## src/rtl/ir_nec_pkg.sv

```systemverilog
// Shared definitions for the NEC infrared decoder.
//   state_e    : decoder FSM states
//   cls_e      : classification of a measured mark-to-mark interval
//   *_MIN/MAX  : inclusive interval windows, in 10 us ticks
//   CNT_SAT    : saturation value of the interval counter (timeout)
//   classify() : maps an interval count to its class
package ir_nec_pkg;

  typedef enum logic [1:0] {S_IDLE, S_SYNC, S_DATA, S_CHECK} state_e;

  typedef enum logic [2:0] {C_LEADER, C_REPEAT, C_BIT0, C_BIT1, C_OTHER} cls_e;

  localparam int          CNT_W    = 11;
  localparam logic [10:0] CNT_SAT  = 11'd2047;

  localparam logic [10:0] LEAD_MIN = 11'd1250;
  localparam logic [10:0] LEAD_MAX = 11'd1450;
  localparam logic [10:0] REP_MIN  = 11'd1050;
  localparam logic [10:0] REP_MAX  = 11'd1200;
  localparam logic [10:0] BIT0_MIN = 11'd90;
  localparam logic [10:0] BIT0_MAX = 11'd135;
  localparam logic [10:0] BIT1_MIN = 11'd190;
  localparam logic [10:0] BIT1_MAX = 11'd260;

  function automatic cls_e classify(input logic [10:0] t);
    cls_e c;
    c = C_OTHER;
    if      (t >= LEAD_MIN && t <= LEAD_MAX) c = C_LEADER;
    else if (t >= REP_MIN  && t <= REP_MAX)  c = C_REPEAT;
    else if (t >= BIT0_MIN && t <= BIT0_MAX) c = C_BIT0;
    else if (t >= BIT1_MIN && t <= BIT1_MAX) c = C_BIT1;
    return c;
  endfunction

endpackage

```

## src/rtl/ir_interval_timer.sv

```systemverilog
// Measures time since the last IR mark edge in 10 us ticks.
//   clk     : clock
//   rst     : synchronous active-high reset
//   clr     : restart measurement (pos_edge); clears prescaler and counter
//   count   : ticks elapsed since last clr, saturating at CNT_SAT
//   timeout : count has saturated
module ir_interval_timer
  import ir_nec_pkg::*;
#(
  parameter int TICK_DIV = 120
) (
  input  logic             clk,
  input  logic             rst,
  input  logic             clr,
  output logic [CNT_W-1:0] count,
  output logic             timeout
);

  localparam int PW = (TICK_DIV > 1) ? $clog2(TICK_DIV) : 1;

  logic [PW-1:0]    pre_q;
  logic [CNT_W-1:0] cnt_q;
  logic             tick;

  assign tick = (pre_q == PW'(TICK_DIV - 1));

  // clr has priority, so a tick landing on the edge cycle is dropped.
  always_ff @(posedge clk) begin
    if (rst || clr) begin
      pre_q <= '0;
      cnt_q <= '0;
    end else begin
      pre_q <= tick ? '0 : pre_q + PW'(1);
      if (tick && cnt_q != CNT_SAT) cnt_q <= cnt_q + CNT_W'(1);
    end
  end

  assign count   = cnt_q;
  assign timeout = (cnt_q == CNT_SAT);

endmodule

```

## src/rtl/ir_nec_decoder.sv

```systemverilog
// NEC infrared frame decoder driven by mark-start edge pulses.
//   clk      : clock (all logic on rising edge)
//   rst      : synchronous active-high reset
//   pos_edge : one-cycle pulse at the start of every IR mark burst
//   addr     : address byte of the last valid frame
//   cmd      : command byte of the last valid frame
//   valid    : one-cycle pulse, new frame decoded (addr/cmd updated same cycle)
//   rep      : one-cycle pulse, repeat code following a valid frame
//   err      : one-cycle pulse, malformed or timed-out frame
module ir_nec_decoder
  import ir_nec_pkg::*;
#(
  parameter int TICK_DIV = 120,
  parameter int CHK_ADDR = 1
) (
  input  logic       clk,
  input  logic       rst,
  input  logic       pos_edge,
  output logic [7:0] addr,
  output logic [7:0] cmd,
  output logic       valid,
  output logic       rep,
  output logic       err
);

  logic [CNT_W-1:0] ivl;
  logic             tmo;
  cls_e             cls;

  ir_interval_timer #(.TICK_DIV(TICK_DIV)) u_tmr (
    .clk     (clk),
    .rst     (rst),
    .clr     (pos_edge),
    .count   (ivl),
    .timeout (tmo)
  );

  assign cls = classify(ivl);

  state_e      state_q, state_d;
  logic [31:0] sr_q, sr_d;
  logic [4:0]  bcnt_q, bcnt_d;
  logic        have_q, have_d;
  logic [7:0]  addr_q, addr_d, cmd_q, cmd_d;
  logic        valid_q, valid_d, rep_q, rep_d, err_q, err_d;
  logic        pass;

  // Frame layout on air, LSB first: addr, ~addr, cmd, ~cmd.
  assign pass = (sr_q[23:16] == ~sr_q[31:24]) &&
                ((CHK_ADDR == 0) || (sr_q[7:0] == ~sr_q[15:8]));

  always_comb begin
    state_d = state_q;
    sr_d    = sr_q;
    bcnt_d  = bcnt_q;
    have_d  = have_q;
    addr_d  = addr_q;
    cmd_d   = cmd_q;
    valid_d = 1'b0;
    rep_d   = 1'b0;
    err_d   = 1'b0;
    case (state_q)
      S_IDLE: if (pos_edge) state_d = S_SYNC;
      S_SYNC: begin
        // Unrecognised intervals simply re-arm on the new edge.
        if (pos_edge) begin
          if (cls == C_LEADER) begin
            state_d = S_DATA;
            bcnt_d  = '0;
          end else if (cls == C_REPEAT) begin
            rep_d = have_q;
          end
        end else if (tmo) begin
          state_d = S_IDLE;
        end
      end
      S_DATA: begin
        if (pos_edge) begin
          if (cls == C_BIT0 || cls == C_BIT1) begin
            sr_d   = {cls == C_BIT1, sr_q[31:1]};
            bcnt_d = bcnt_q + 5'd1;
            if (bcnt_q == 5'd31) state_d = S_CHECK;
          end else begin
            err_d   = 1'b1;
            have_d  = 1'b0;
            state_d = S_SYNC;
          end
        end else if (tmo) begin
          err_d   = 1'b1;
          have_d  = 1'b0;
          state_d = S_IDLE;
        end
      end
      S_CHECK: begin
        // An edge here only restarts the timer; SYNC is next either way.
        if (pass) begin
          addr_d  = sr_q[7:0];
          cmd_d   = sr_q[23:16];
          valid_d = 1'b1;
          have_d  = 1'b1;
        end else begin
          err_d  = 1'b1;
          have_d = 1'b0;
        end
        state_d = S_SYNC;
      end
      default: state_d = S_IDLE;
    endcase
  end

  always_ff @(posedge clk) begin
    if (rst) begin
      state_q <= S_IDLE;
      sr_q    <= '0;
      bcnt_q  <= '0;
      have_q  <= 1'b0;
      addr_q  <= '0;
      cmd_q   <= '0;
      valid_q <= 1'b0;
      rep_q   <= 1'b0;
      err_q   <= 1'b0;
    end else begin
      state_q <= state_d;
      sr_q    <= sr_d;
      bcnt_q  <= bcnt_d;
      have_q  <= have_d;
      addr_q  <= addr_d;
      cmd_q   <= cmd_d;
      valid_q <= valid_d;
      rep_q   <= rep_d;
      err_q   <= err_d;
    end
  end

  assign addr  = addr_q;
  assign cmd   = cmd_q;
  assign valid = valid_q;
  assign rep   = rep_q;
  assign err   = err_q;

endmodule

```

## config.mk

```make
export PLATFORM = sky130hd
export DESIGN_NAME = ir_nec_decoder
export DESIGN_NICKNAME = d
export VERILOG_FILES = /design/src/rtl/ir_nec_pkg.sv /design/src/rtl/ir_interval_timer.sv /design/src/rtl/ir_nec_decoder.sv
export SDC_FILE = /design/constraint.sdc
export NUM_CORES = 1
export LEC_CHECK = 0
export ABC_AREA = 1
export CAP_MARGIN = 10
export CORE_ASPECT_RATIO = 2
export CORE_MARGIN = 4
export CORE_UTILIZATION = 62
export DETAILED_ROUTE_END_ITERATION = 8
export PLACE_DENSITY = 0.88
export SLEW_MARGIN = 20
export SYNTH_ARGS = -nofsm -noshare
export SYNTH_HDL_FRONTEND = slang
export SYNTH_HIERARCHICAL = 1
export SYNTH_SLANG_ARGS = --single-unit
```

## constraint.sdc

```tcl
create_clock -name clk -period 3.7 [get_ports clk]
set_input_delay 0.74 -clock clk [delete_from_list [all_inputs] [get_ports clk]]
set_output_delay 0.74 -clock clk [all_outputs]
set_load 0.05 [all_outputs]
```

==> summary.md, run 1 <==
| Metric | Value |
|---|---|
| LEAKAGE | `2.01 nW` |
| Unrepaired setup endpoints after global routing | `false` |
| VDD IR max | `385 uV` |
| Cell Pwr Density | `419 mW/mm^2` |
| HPWL after detailed placement | `6.20 mm` |
| First-pass GRT wire length | `15.2 mm` |
| Largest net degree at the start of global routing | `40` |
| Area of combinational cells with multiple inputs | `0.00208 sq mm` |
| Count of maximum capacitance violations | `0` |
| Floorplan row count | `41` |
| Clock network latency to the later pin of the worst-skew pair | `0.34 ns` |
| Startpoint-to-endpoint class of the critical path | `in -> reg` |
| Outcome | `finished, final reports clean` |
| Cell variety after synth | `38` |
| Worst EP arrival | `2.56 ns` |
| Path category of the worst min-delay check | `reg -> reg` |
| Number of primary I/O pins | `22` |
| CTS H-Tree Depth | `3` |
| Total vias in the final route | `3777` |
| Worst slew margin | `0.356` |
| Number of buffers on the longest clock path | `2` |
| CTS Buf Count | `9` |
| Flops & latches, synth | `77` |
| Routability cong. | `0.873` |
| Critical Path End Type | `flop` |
| Clock tree from TritonCTS | `done` |
| Transition time of the tightest slew-check pin | `0.964 ns` |
| Clock tree sinks | `77` |
| Number of DRC violations after detailed routing | `0` |
| Worst Skew | `0.00446 ns` |
| Number of nets produced by synthesis | `607` |
| Number of post-CTS setup repair buffers | `0` |
| Global Route met2 Usage | `0.461` |
| Mean Syn Cell Area | `6.74 sq um` |
| Die outline area | `0.00791 sq mm` |
| Clock transition at the registers of the reported paths | `0.06 ns` |
| Share of flip-flops with an asynchronous set or reset | `0` |
| Area Overhead vs Synth | `14.3%` |
| Hold violation count in the final report | `0` |
| Number of antenna violations at the first check in global routing | `0` |
| Main flop type after synthesis | `dfxtp_1` |
| Final Max Tran Viols | `0` |
| Clock tree root buffer cell | `clkbuf_16` |
| Detail-routed net length per standard cell | `12.7 microns` |
| Detailed Route Iter0 Violations | `328` |
| Via count of the first global-routing pass | `3656` |
| Met3 layer usage reported by global route | `0.0646` |
| Nets | `624` |
| Total overflow reported by the global router | `0` |
| Ant. Diodes | `0` |
| Top fanout value on the critical path | `39` |
| Yosys warning count | `6` |
| Post-DR vias/cell | `5.37` |
| Post-synth EDFFs | `0` |
| Overall track demand over capacity in global routing | `0.249` |
| Highest attainable clock frequency | `437 MHz` |
| Starting density of the core | `0.637` |
| Detailed-routing iteration count for the pre-antenna-repair pass | `7` |
| Number of buffers added to fix hold violations after cts | `0` |
| Number of gates resized after CTS | `0` |
| Most Crowded Layer GR | `met2` |
| Core area | `0.00631 sq mm` |
| Height of the die | `122 microns` |
| Worst EP required | `3.98 ns` |
| Setup Viol. Count Final | `0` |
| Kind of start point of the critical path | `primary input` |
| Port buffer count | `21` |
| Number of fillers in the final layout | `503` |
| Fraction of the cycle the final worst path needs | `0.618` |
| Instance count of the mapped netlist | `596` |
| Final worst path period need | `2.29 ns` |
| Fraction of layout instances using a drive strength above 1 | `0.0777` |
| Sum of negative setup slack | `0 ns` |
| Post-route ant nets | `0` |
| Post-synthesis instance area | `0.00402 sq mm` |
| Proportion of synthesized chip area in sequential cells | `0.384` |
| Sequential Area | `0.00154 sq mm` |
| Overall routed net length | `8.95 mm` |
| Die Wd | `64.9 microns` |
| Hold Slack | `0.461 ns` |
| Global-route track usage on met1 | `0.219` |
==> state kept, by name (all words and copies together) (netlist names) <==
| signal | cells |
|---|---|
| u_tmr/count | 11 |
| state_q | 2 |
| sr_q | 32 |
| addr | 8 |
| bcnt_q | 5 |
| err | 1 |
| cmd | 8 |
| u_tmr/pre_q | 7 |
| have_q | 1 |
| valid | 1 |
| rep | 1 |
==> kinds of logic after synthesis <==
| kind of cell | synth area share |
|---|---|
| adder cells (fa/ha/maj) | 0.0249 |
| AO/OA/AOI/OAI | 0.115 |
| flip-flops | 0.384 |
| XOR/XNOR | 0.0240 |
| buffers and inverters | 0.0999 |
| AND/OR/NAND/NOR | 0.353 |
==> cell usage after synthesis (3+ instances only) <==
| library cell | count | area share |
|---|---|---|
| nor2_1 | 141 | 0.13 |
| nor4_1 | 4 | 0.0062 |
| nor3_1 | 3 | 0.0037 |
| inv_1 | 71 | 0.066 |
| nor2_2 | 7 | 0.011 |
| nand2_1 | 95 | 0.089 |
| a21oi_1 | 22 | 0.027 |
| clkbuf_1 | 8 | 0.0075 |
| buf_2 | 3 | 0.0037 |
| buf_6 | 6 | 0.017 |
| nand3_1 | 25 | 0.031 |
| nand2_2 | 6 | 0.0093 |
| o21ai_1 | 31 | 0.039 |
| xnor2_1 | 9 | 0.020 |
| nand3b_1 | 3 | 0.0056 |
| dfxtp_1 | 77 | 0.38 |
| nand2_4 | 4 | 0.011 |
| inv_2 | 4 | 0.0037 |
| o21ai_0 | 30 | 0.037 |
| nand4_1 | 16 | 0.025 |
| ha_1 | 8 | 0.025 |
==> report_power, final <==
part	leakage [nW]	internal, mW	switching, mW
combinational	1.22	0.0227	0.0453
clock	0.170	0.679	0.342
sequential	0.620	0.832	0.00290
==> layer usage <==
metal / vias to the layer above / wire length (microns)
li1: 1929 / -
met1: 1680 / 3140
met2: 120 / 4910
met3: 48 / 390
met4: 0 / 506
met5: - / 0
==> through the flow <==
step                      total power, mW  setup WS (ns)  utilization  area (sq um)  instances
final                                1.92           1.41        0.728          4590        704
after global routing                 1.98           1.28        0.728          4590        704
after CTS                            1.94           1.44        0.728          4590        704
after detailed placement            0.919           1.09        0.672          4240        688
after global placement              0.916           1.16        0.672          4240        688
after floorplan                     0.903           2.06            -          4020        596
==> final timing paths <==
check | start | end | slack, ns | depth (start not counted)
worst max register to register | u_tmr/count[7] | sr_q[12] | 1.62 | 10
worst min register to register | u_tmr/pre_q[0] | u_tmr/pre_q[0] | 0.46 | 1
worst min-delay path | u_tmr/pre_q[0] | u_tmr/pre_q[0] | 0.46 | 1
worst max-delay path | rst | cmd[7] | 1.41 | 6
==> placed cells by master, fill, tap and decap left out, drive strengths merged, types with 2 or more instances in the layout <==
master         synthesis  layout
ha                     8       8
nor3b                  3       3
and2                   2       2
bufinv                 0       3
dfxtp                 77      77
a21oi                 23      23
nor3                   3       3
nor2                 150     150
nor4                   4       4
buf                   10       3
clkdlybuf4s50          0      21
clkbuf                 8      11
xor2                   2       2
inv                   75      75
or2                    2       2
nand2                105     105
nand4                 16      16
o21a                   2       2
nand3b                 3       3
xnor2                  9       9
o21ai                 62      62
clkinv                 1       3
nand3                 27      27
==> critical path, cell delays in order <==
cell and delay, ns:
clkdlybuf4s50_1 0.40, buf_4 0.17, inv_1 0.71, buf_4 0.30
o21ai_0 0.11, nor2_1 0.12
==> cell type report <==
type,count,area share
clock buffers,11,0.0528
flip-flops and latches,77,0.336
inverters,76,0.0621
repair buffers,24,0.0507
clock inverters,5,0.0234
well taps,86,0.0234
multi-input cells,425,0.452
Power figures use the tool's default switching activity.
==> run 2: changes to the inputs <==
- CORE_UTILIZATION: 62 -> 54
- PLACE_DENSITY: 0.88 -> 0.82
- clock period: 3.7 -> 2.1 ns (I/O delays scaled with it)
==> run 2 against run 1 <==
Net effect:
- first-iteration DRC count shrank 15%
- design area rose by 2.3%
- utilization fell by 8.1 points
- critical path depth is 5 lower
- power up 71%
- wire length up 5.2%
==> summary.md, run 2 (same netlist as run 1, synthesis figures left out) <==
| Metric | Value |
|---|---|
| Top fanout value on the critical path | `2 (was 39)` |
| Clock tree sinks | `77 (unchanged)` |
| Count of maximum capacitance violations | `0 (unchanged)` |
| Largest net degree at the start of global routing | `35 (was 40)` |
| Hold Startpoint | `u_tmr/pre_q[0] (unchanged)` |
| Number of DRC violations after detailed routing | `0 (unchanged)` |
| Area Overhead vs Synth | `16.9% (was 14.3%)` |
| Area of combinational cells with multiple inputs | `0.00208 sq mm (about the same)` |
| Number of standard cells in the layout, taps in and fillers out | `723 (was 704)` |
| Core area | `0.00727 sq mm (was 0.00631 sq mm)` |
| Detailed-routing iteration count for the pre-antenna-repair pass | `5 (was 7)` |
| Worst-path cell chain | `clkdlybuf4s50_1 (was clkdlybuf4s50_1, buf_4, inv_1, buf_4, o21ai_0, nor2_1)` |
| Number of gates resized after CTS | `0 (unchanged)` |
| Hold Slack | `0.461 ns (about the same)` |
| Height of the die | `130 microns (was 122 microns)` |
| Setup slack after layout | `0.204 ns (was 1.41 ns)` |
| Power share of the sequential group | `0.448 (was 0.434)` |
| Number of post-CTS setup repair buffers | `0 (unchanged)` |
| Critical Path Slowest Stage Cell | `clkdlybuf4s50_1 (was inv_1)` |
| Dominant delay contributor by cell family on the critical path | `buffers and inverters (unchanged)` |
| Global-route track usage on met1 | `0.206 (was 0.219)` |
| Detailed Route Iter0 Violations | `279 (was 328)` |
| Worst slew margin | `0.602 (was 0.356)` |
| Unrepaired setup endpoints after global routing | `true (was false)` |
| Clock tree from TritonCTS | `done (unchanged)` |
| Finished Core Util | `0.647 (was 0.728)` |
| CTS H-Tree Depth | `3 (unchanged)` |
| Final Max Tran Viols | `0 (unchanged)` |
| Global Route met2 Usage | `0.431 (was 0.461)` |
| Switching pwr | `0.697 mW (was 0.391 mW)` |
| Total overflow reported by the global router | `0 (unchanged)` |
| Post-detailed-placement cell area | `0.00436 sq mm (was 0.00424 sq mm)` |
| Post-DR vias/cell | `5.31 (was 5.37)` |
| Startpoint-to-endpoint class of the critical path | `reg -> out (was in -> reg)` |
| Kind of start point of the critical path | `flop (was primary input)` |
| Total vias in the final route | `3839 (was 3777)` |
| Commonest non-fill, non-tap cell in the layout | `nor2_1 (unchanged)` |
| Worst Skew | `0.00692 ns (was 0.00446 ns)` |
| Met3 layer usage reported by global route | `0.0409 (was 0.0646)` |
| Floorplan row count | `44 (was 41)` |
| Die outline area | `0.00897 sq mm (was 0.00791 sq mm)` |
| Instance count after placement with tap cells included | `707 (was 688)` |
| Number of fillers in the final layout | `660 (was 503)` |
| Flip-flop count of the largest register, all copies and words added | `32 (unchanged)` |
| Worst setup timing slack at the placement stage | `0.204 ns (was 1.09 ns)` |
| Most Crowded Layer GR | `met2 (unchanged)` |
| Port buffer count | `21 (unchanged)` |
| Number of primary I/O pins | `22 (unchanged)` |
| Final total power | `3.28 mW (was 1.92 mW)` |
| Switching power share of the total | `0.212 (was 0.203)` |
| Die Wd | `69 microns (was 64.9 microns)` |
| Critical Path Max Stage Delay | `0.80 ns (was 0.71 ns)` |
| Outcome | `finished, final reports clean (unchanged)` |
| Nets | `637 (was 624)` |
| Setup Viol. Count Final | `0 (unchanged)` |
| HPWL after detailed placement | `6.78 mm (was 6.20 mm)` |
| Worst EP arrival | `1.48 ns (was 2.56 ns)` |
| Critical Path End Type | `primary output (was flop)` |
| Final instance area | `0.00470 sq mm (was 0.00459 sq mm)` |
| Top reg by flops | `sr_q (unchanged)` |
| Final worst path period need | `1.90 ns` |
| Via count of the first global-routing pass | `3750 (was 3656)` |
| VDD IR max | `579 uV (was 385 uV)` |
| Count of buffering cells on the critical path with inverters included | `1 (was 4)` |
| Clock transition at the registers of the reported paths | `0.06 ns (about the same)` |
| Hold violation count in the final report | `0 (unchanged)` |
| Int Pwr | `2.59 mW (was 1.53 mW)` |
| Detail-routed net length per standard cell | `13.0 microns (was 12.7 microns)` |
| Ant. Diodes | `0 (unchanged)` |
| Clock tree root buffer cell | `clkbuf_16 (unchanged)` |
| Path category of the worst min-delay check | `reg -> reg (unchanged)` |
| Clock network latency to the later pin of the worst-skew pair | `0.34 ns (about the same)` |
| First-pass GRT wire length | `16.1 mm (was 15.2 mm)` |
| Routability cong. | `0.964 (was 0.873)` |
| Worst EP required | `1.68 ns (was 3.98 ns)` |
| Share of power burned in the clock network | `0.512 (was 0.531)` |
| Sequential Area | `0.00155 sq mm (was 0.00154 sq mm)` |
| Fraction of layout instances using a drive strength above 1 | `0.101 (was 0.0777)` |
| Fraction of the cycle the final worst path needs | `0.903` |
| Number of buffers added to fix hold violations after cts | `0 (unchanged)` |
| LEAKAGE | `2.05 nW (was 2.01 nW)` |
| Overall routed net length | `9.41 mm (was 8.95 mm)` |
| Combinational power share | `0.039 (was 0.035)` |
| Overall track demand over capacity in global routing | `0.220 (was 0.249)` |
| Number of antenna violations at the first check in global routing | `0 (unchanged)` |
| RR Startpoint | `state_q[0] (was u_tmr/count[7])` |
| Highest attainable clock frequency | `528 MHz` |
| CTS Buf Count | `9 (unchanged)` |
| Sum of negative setup slack | `0 ns (unchanged)` |
| Highest-count cells in the layout ignoring fill and taps | `nor2_1 (141), nand2_1 (95), dfxtp_1 (74) (was nor2_1 (141), nand2_1 (95), dfxtp_1 (77))` |
| Transition time of the tightest slew-check pin | `0.591 ns (was 0.964 ns)` |
| Post-route ant nets | `0 (unchanged)` |
| Number of buffers on the longest clock path | `2 (unchanged)` |
| Starting density of the core | `0.553 (was 0.637)` |
| Cell Pwr Density | `699 mW/mm^2 (was 419 mW/mm^2)` |
| Worst setup path startpoint | `addr[0] (was rst)` |
-- run 2: worst paths after layout --
check	to	slack, ns	cells past startpoint
worst max register to register	bcnt_q[2]	0.22	6
worst min-delay path	u_tmr/pre_q[0]	0.46	1
worst min register to register	u_tmr/pre_q[0]	0.46	1
worst max-delay path	addr[0]	0.20	1
-- run 2: metal layers --
| layer | wire length [microns] | part of all wire | vias to the layer above |
|---|---|---|---|
| li1 | - | - | 1950 |
| met1 | 3420 | 0.36 | 1757 |
| met2 | 5190 | 0.55 | 98 |
| met3 | 325 | 0.035 | 34 |
| met4 | 481 | 0.051 | 0 |
| met5 | 0 | 0 | - |
-- run 2: layout make-up --
class                   count  area share
multi-input cells         425       0.444
repair buffers             37      0.0730
clock inverters             5      0.0176
well taps                  92      0.0245
inverters                  76      0.0607
flip-flops and latches     77       0.329
clock buffers              11      0.0517
-- run 2: power groups by stage --
stage | sequential [mW] | combinational [mW] | clock, mW
floorplan | 1.50 | 0.0888 | 0
global placement | 1.50 | 0.119 | 0
detailed placement | 1.50 | 0.124 | 0
CTS | 1.47 | 0.127 | 1.70
global route | 1.47 | 0.143 | 1.76
finish | 1.47 | 0.128 | 1.68
==> run 3: changes to the inputs <==
- CORE_UTILIZATION: 54 -> 35
- PLACE_DENSITY: 0.82 -> 0.59
==> run 3 against run 2 <==
Net effect:
- non-clock buffer count stayed put
- utilization shrank 23 points
- design area barely moved
- hold slack worse by 0.015 ns
- sequential share of layout area fell by 0.062 points
- clock skew fell by 0.0029 ns
- via count decreased by 3.5%
- die area rose by 49%
- highest routed layer unchanged
==> summary.md, run 3 (same netlist as run 1, synthesis figures left out) <==
| Metric | Value |
|---|---|
| Combinational power share | `0.042 (was 0.039)` |
| Int Pwr | `2.30 mW (was 2.59 mW)` |
| Worst slew margin | `0.564 (was 0.602)` |
| Largest net degree at the start of global routing | `51 (was 35)` |
| Routability cong. | `0.971 (was 0.964)` |
| Clock network latency to the later pin of the worst-skew pair | `0.33 ns (was 0.34 ns)` |
| Commonest non-fill, non-tap cell in the layout | `nor2_1 (unchanged)` |
| Worst Skew | `0.00402 ns (was 0.00692 ns)` |
| Number of primary I/O pins | `22 (unchanged)` |
| Via count of the first global-routing pass | `3643 (was 3750)` |
| Critical Path Slowest Stage Cell | `clkdlybuf4s50_1 (unchanged)` |
| Starting density of the core | `0.356 (was 0.553)` |
| Clock tree root buffer cell | `clkbuf_16 (unchanged)` |
| Dominant delay contributor by cell family on the critical path | `buffers and inverters (unchanged)` |
| Area of combinational cells with multiple inputs | `0.00208 sq mm (about the same)` |
| Kind of start point of the critical path | `flop (unchanged)` |
| Top fanout value on the critical path | `2 (unchanged)` |
| Startpoint-to-endpoint class of the critical path | `reg -> out (unchanged)` |
| Setup Viol. Count Final | `0 (unchanged)` |
| Worst EP required | `1.68 ns (about the same)` |
| Sequential Area | `0.00154 sq mm (was 0.00155 sq mm)` |
| Cell Pwr Density | `635 mW/mm^2 (was 699 mW/mm^2)` |
| Post-DR vias/cell | `4.79 (was 5.31)` |
| Number of DRC violations after detailed routing | `0 (unchanged)` |
| Highest attainable clock frequency | `528 MHz (about the same)` |
| Count of maximum capacitance violations | `0 (unchanged)` |
| Overall routed net length | `9.39 mm (was 9.41 mm)` |
| Nets | `637 (unchanged)` |
| Final total power | `2.98 mW (was 3.28 mW)` |
| Flip-flop count of the largest register, all copies and words added | `32 (unchanged)` |
| First-pass GRT wire length | `16.2 mm (was 16.1 mm)` |
| Detailed-routing iteration count for the pre-antenna-repair pass | `6 (was 5)` |
| CTS H-Tree Depth | `3 (unchanged)` |
| Number of standard cells in the layout, taps in and fillers out | `773 (was 723)` |
| Critical Path Max Stage Delay | `0.80 ns (about the same)` |
| Worst-path cell chain | `clkdlybuf4s50_1 (unchanged)` |
| LEAKAGE | `2.04 nW (was 2.05 nW)` |
| Outcome | `finished, final reports clean (unchanged)` |
| Number of antenna violations at the first check in global routing | `0 (unchanged)` |
| Number of gates resized after CTS | `0 (unchanged)` |
| Fraction of the cycle the final worst path needs | `0.901 (was 0.903)` |
| Final worst path period need | `1.89 ns (was 1.90 ns)` |
| VDD IR max | `379 uV (was 579 uV)` |
| Height of the die | `160 microns (was 130 microns)` |
| Overall track demand over capacity in global routing | `0.147 (was 0.220)` |
| Area Overhead vs Synth | `16.8% (was 16.9%)` |
| Switching pwr | `0.679 mW (was 0.697 mW)` |
| Floorplan row count | `55 (was 44)` |
| Final Max Tran Viols | `0 (unchanged)` |
| Port buffer count | `21 (unchanged)` |
| Detail-routed net length per standard cell | `12.1 microns (was 13.0 microns)` |
| Count of buffering cells on the critical path with inverters included | `1 (unchanged)` |
| Ant. Diodes | `0 (unchanged)` |
| Power share of the sequential group | `0.494 (was 0.448)` |
| Instance count after placement with tap cells included | `757 (was 707)` |
| Total vias in the final route | `3704 (was 3839)` |
| HPWL after detailed placement | `7.15 mm (was 6.78 mm)` |
| Die outline area | `0.0134 sq mm (was 0.00897 sq mm)` |
| Hold violation count in the final report | `0 (unchanged)` |
| Top reg by flops | `sr_q (unchanged)` |
| Detailed Route Iter0 Violations | `285 (was 279)` |
| Worst EP arrival | `1.47 ns (was 1.48 ns)` |
| Clock tree sinks | `77 (unchanged)` |
| Path category of the worst min-delay check | `reg -> reg (unchanged)` |
| Core area | `0.0113 sq mm (was 0.00727 sq mm)` |
| Total overflow reported by the global router | `0 (unchanged)` |
| Fraction of layout instances using a drive strength above 1 | `0.0951 (was 0.101)` |
| Clock transition at the registers of the reported paths | `0.06 ns (about the same)` |
| Die Wd | `83.8 microns (was 69 microns)` |
| Critical Path End Type | `primary output (unchanged)` |
| Share of power burned in the clock network | `0.464 (was 0.512)` |
| Post-route ant nets | `0 (unchanged)` |
| Number of fillers in the final layout | `1214 (was 660)` |
| Clock tree from TritonCTS | `done (unchanged)` |
| Transition time of the tightest slew-check pin | `0.647 ns (was 0.591 ns)` |
| CTS Buf Count | `9 (unchanged)` |
| Unrepaired setup endpoints after global routing | `false (was true)` |
| Switching power share of the total | `0.228 (was 0.212)` |
| Sum of negative setup slack | `0 ns (unchanged)` |
| Number of post-CTS setup repair buffers | `0 (unchanged)` |
| Number of buffers added to fix hold violations after cts | `0 (unchanged)` |
| Highest-count cells in the layout ignoring fill and taps | `nor2_1 (141), nand2_1 (95), dfxtp_1 (77) (was nor2_1 (141), nand2_1 (95), dfxtp_1 (74))` |
| Hold Slack | `0.446 ns (was 0.461 ns)` |
| Number of buffers on the longest clock path | `2 (unchanged)` |
## run 3: cell count changes in the layout (fill, tap and decap cells not counted), moves of 2 or more
cell / change
clkinv_2: +3
dfxtp_1: +3
dfxtp_2: -3
bufinv_16: -2
## run 3: path summary, 6_finish.rpt
kind              cells past startpoint             end           start  slack, ns
setup / recovery                      1          cmd[2]          cmd[2]       0.21
setup reg to reg                     12          have_q  u_tmr/count[1]       0.27
hold / removal                        1  u_tmr/pre_q[0]  u_tmr/pre_q[0]       0.45
hold reg to reg                       1  u_tmr/pre_q[0]  u_tmr/pre_q[0]       0.45
## run 3: final cells by class
| class | instances | area share |
|---|---|---|
| Multi-Input combinational cell | 425 | 0.442 |
| Sequential cell | 77 | 0.328 |
| Timing Repair Buffer | 37 | 0.0757 |
| Inverter | 76 | 0.0608 |
| Clock buffer | 11 | 0.0496 |
| Tap cell | 142 | 0.0378 |
| Clock inverter | 5 | 0.00586 |
## run 3: power groups by stage
stage,Clock (mW),Sequential [mW],Combinational [mW]
3_5_place_dp,0,1.50,0.126
5_1_grt,1.48,1.47,0.143
3_3_place_gp,0,1.50,0.124
2_1_floorplan,0,1.50,0.0888
4_1_cts,1.42,1.47,0.126
6_report,1.38,1.47,0.126
## run 3: layer usage
| layer | vias up | wire (microns) | track usage |
|---|---|---|---|
| li1 | 1953 | - | - |
| met1 | 1662 | 3500 | 0.137 |
| met2 | 59 | 5220 | 0.281 |
| met3 | 30 | 233 | 0.0249 |
| met4 | 0 | 432 | 0.0988 |
| met5 | - | 0 | 0 |
## run 3: per-stage QoR
| stage | area, sq um | setup WS, ns | utilization |
|---|---|---|---|
| after floorplan | 4020 | 0.486 | - |
| after global placement | 4440 | 0.218 | 0.393 |
| after detailed placement | 4440 | 0.162 | 0.393 |
| after CTS | 4700 | 0.179 | 0.416 |
| after global routing | 4700 | 0.00774 | 0.416 |
| final | 4700 | 0.208 | 0.416 |
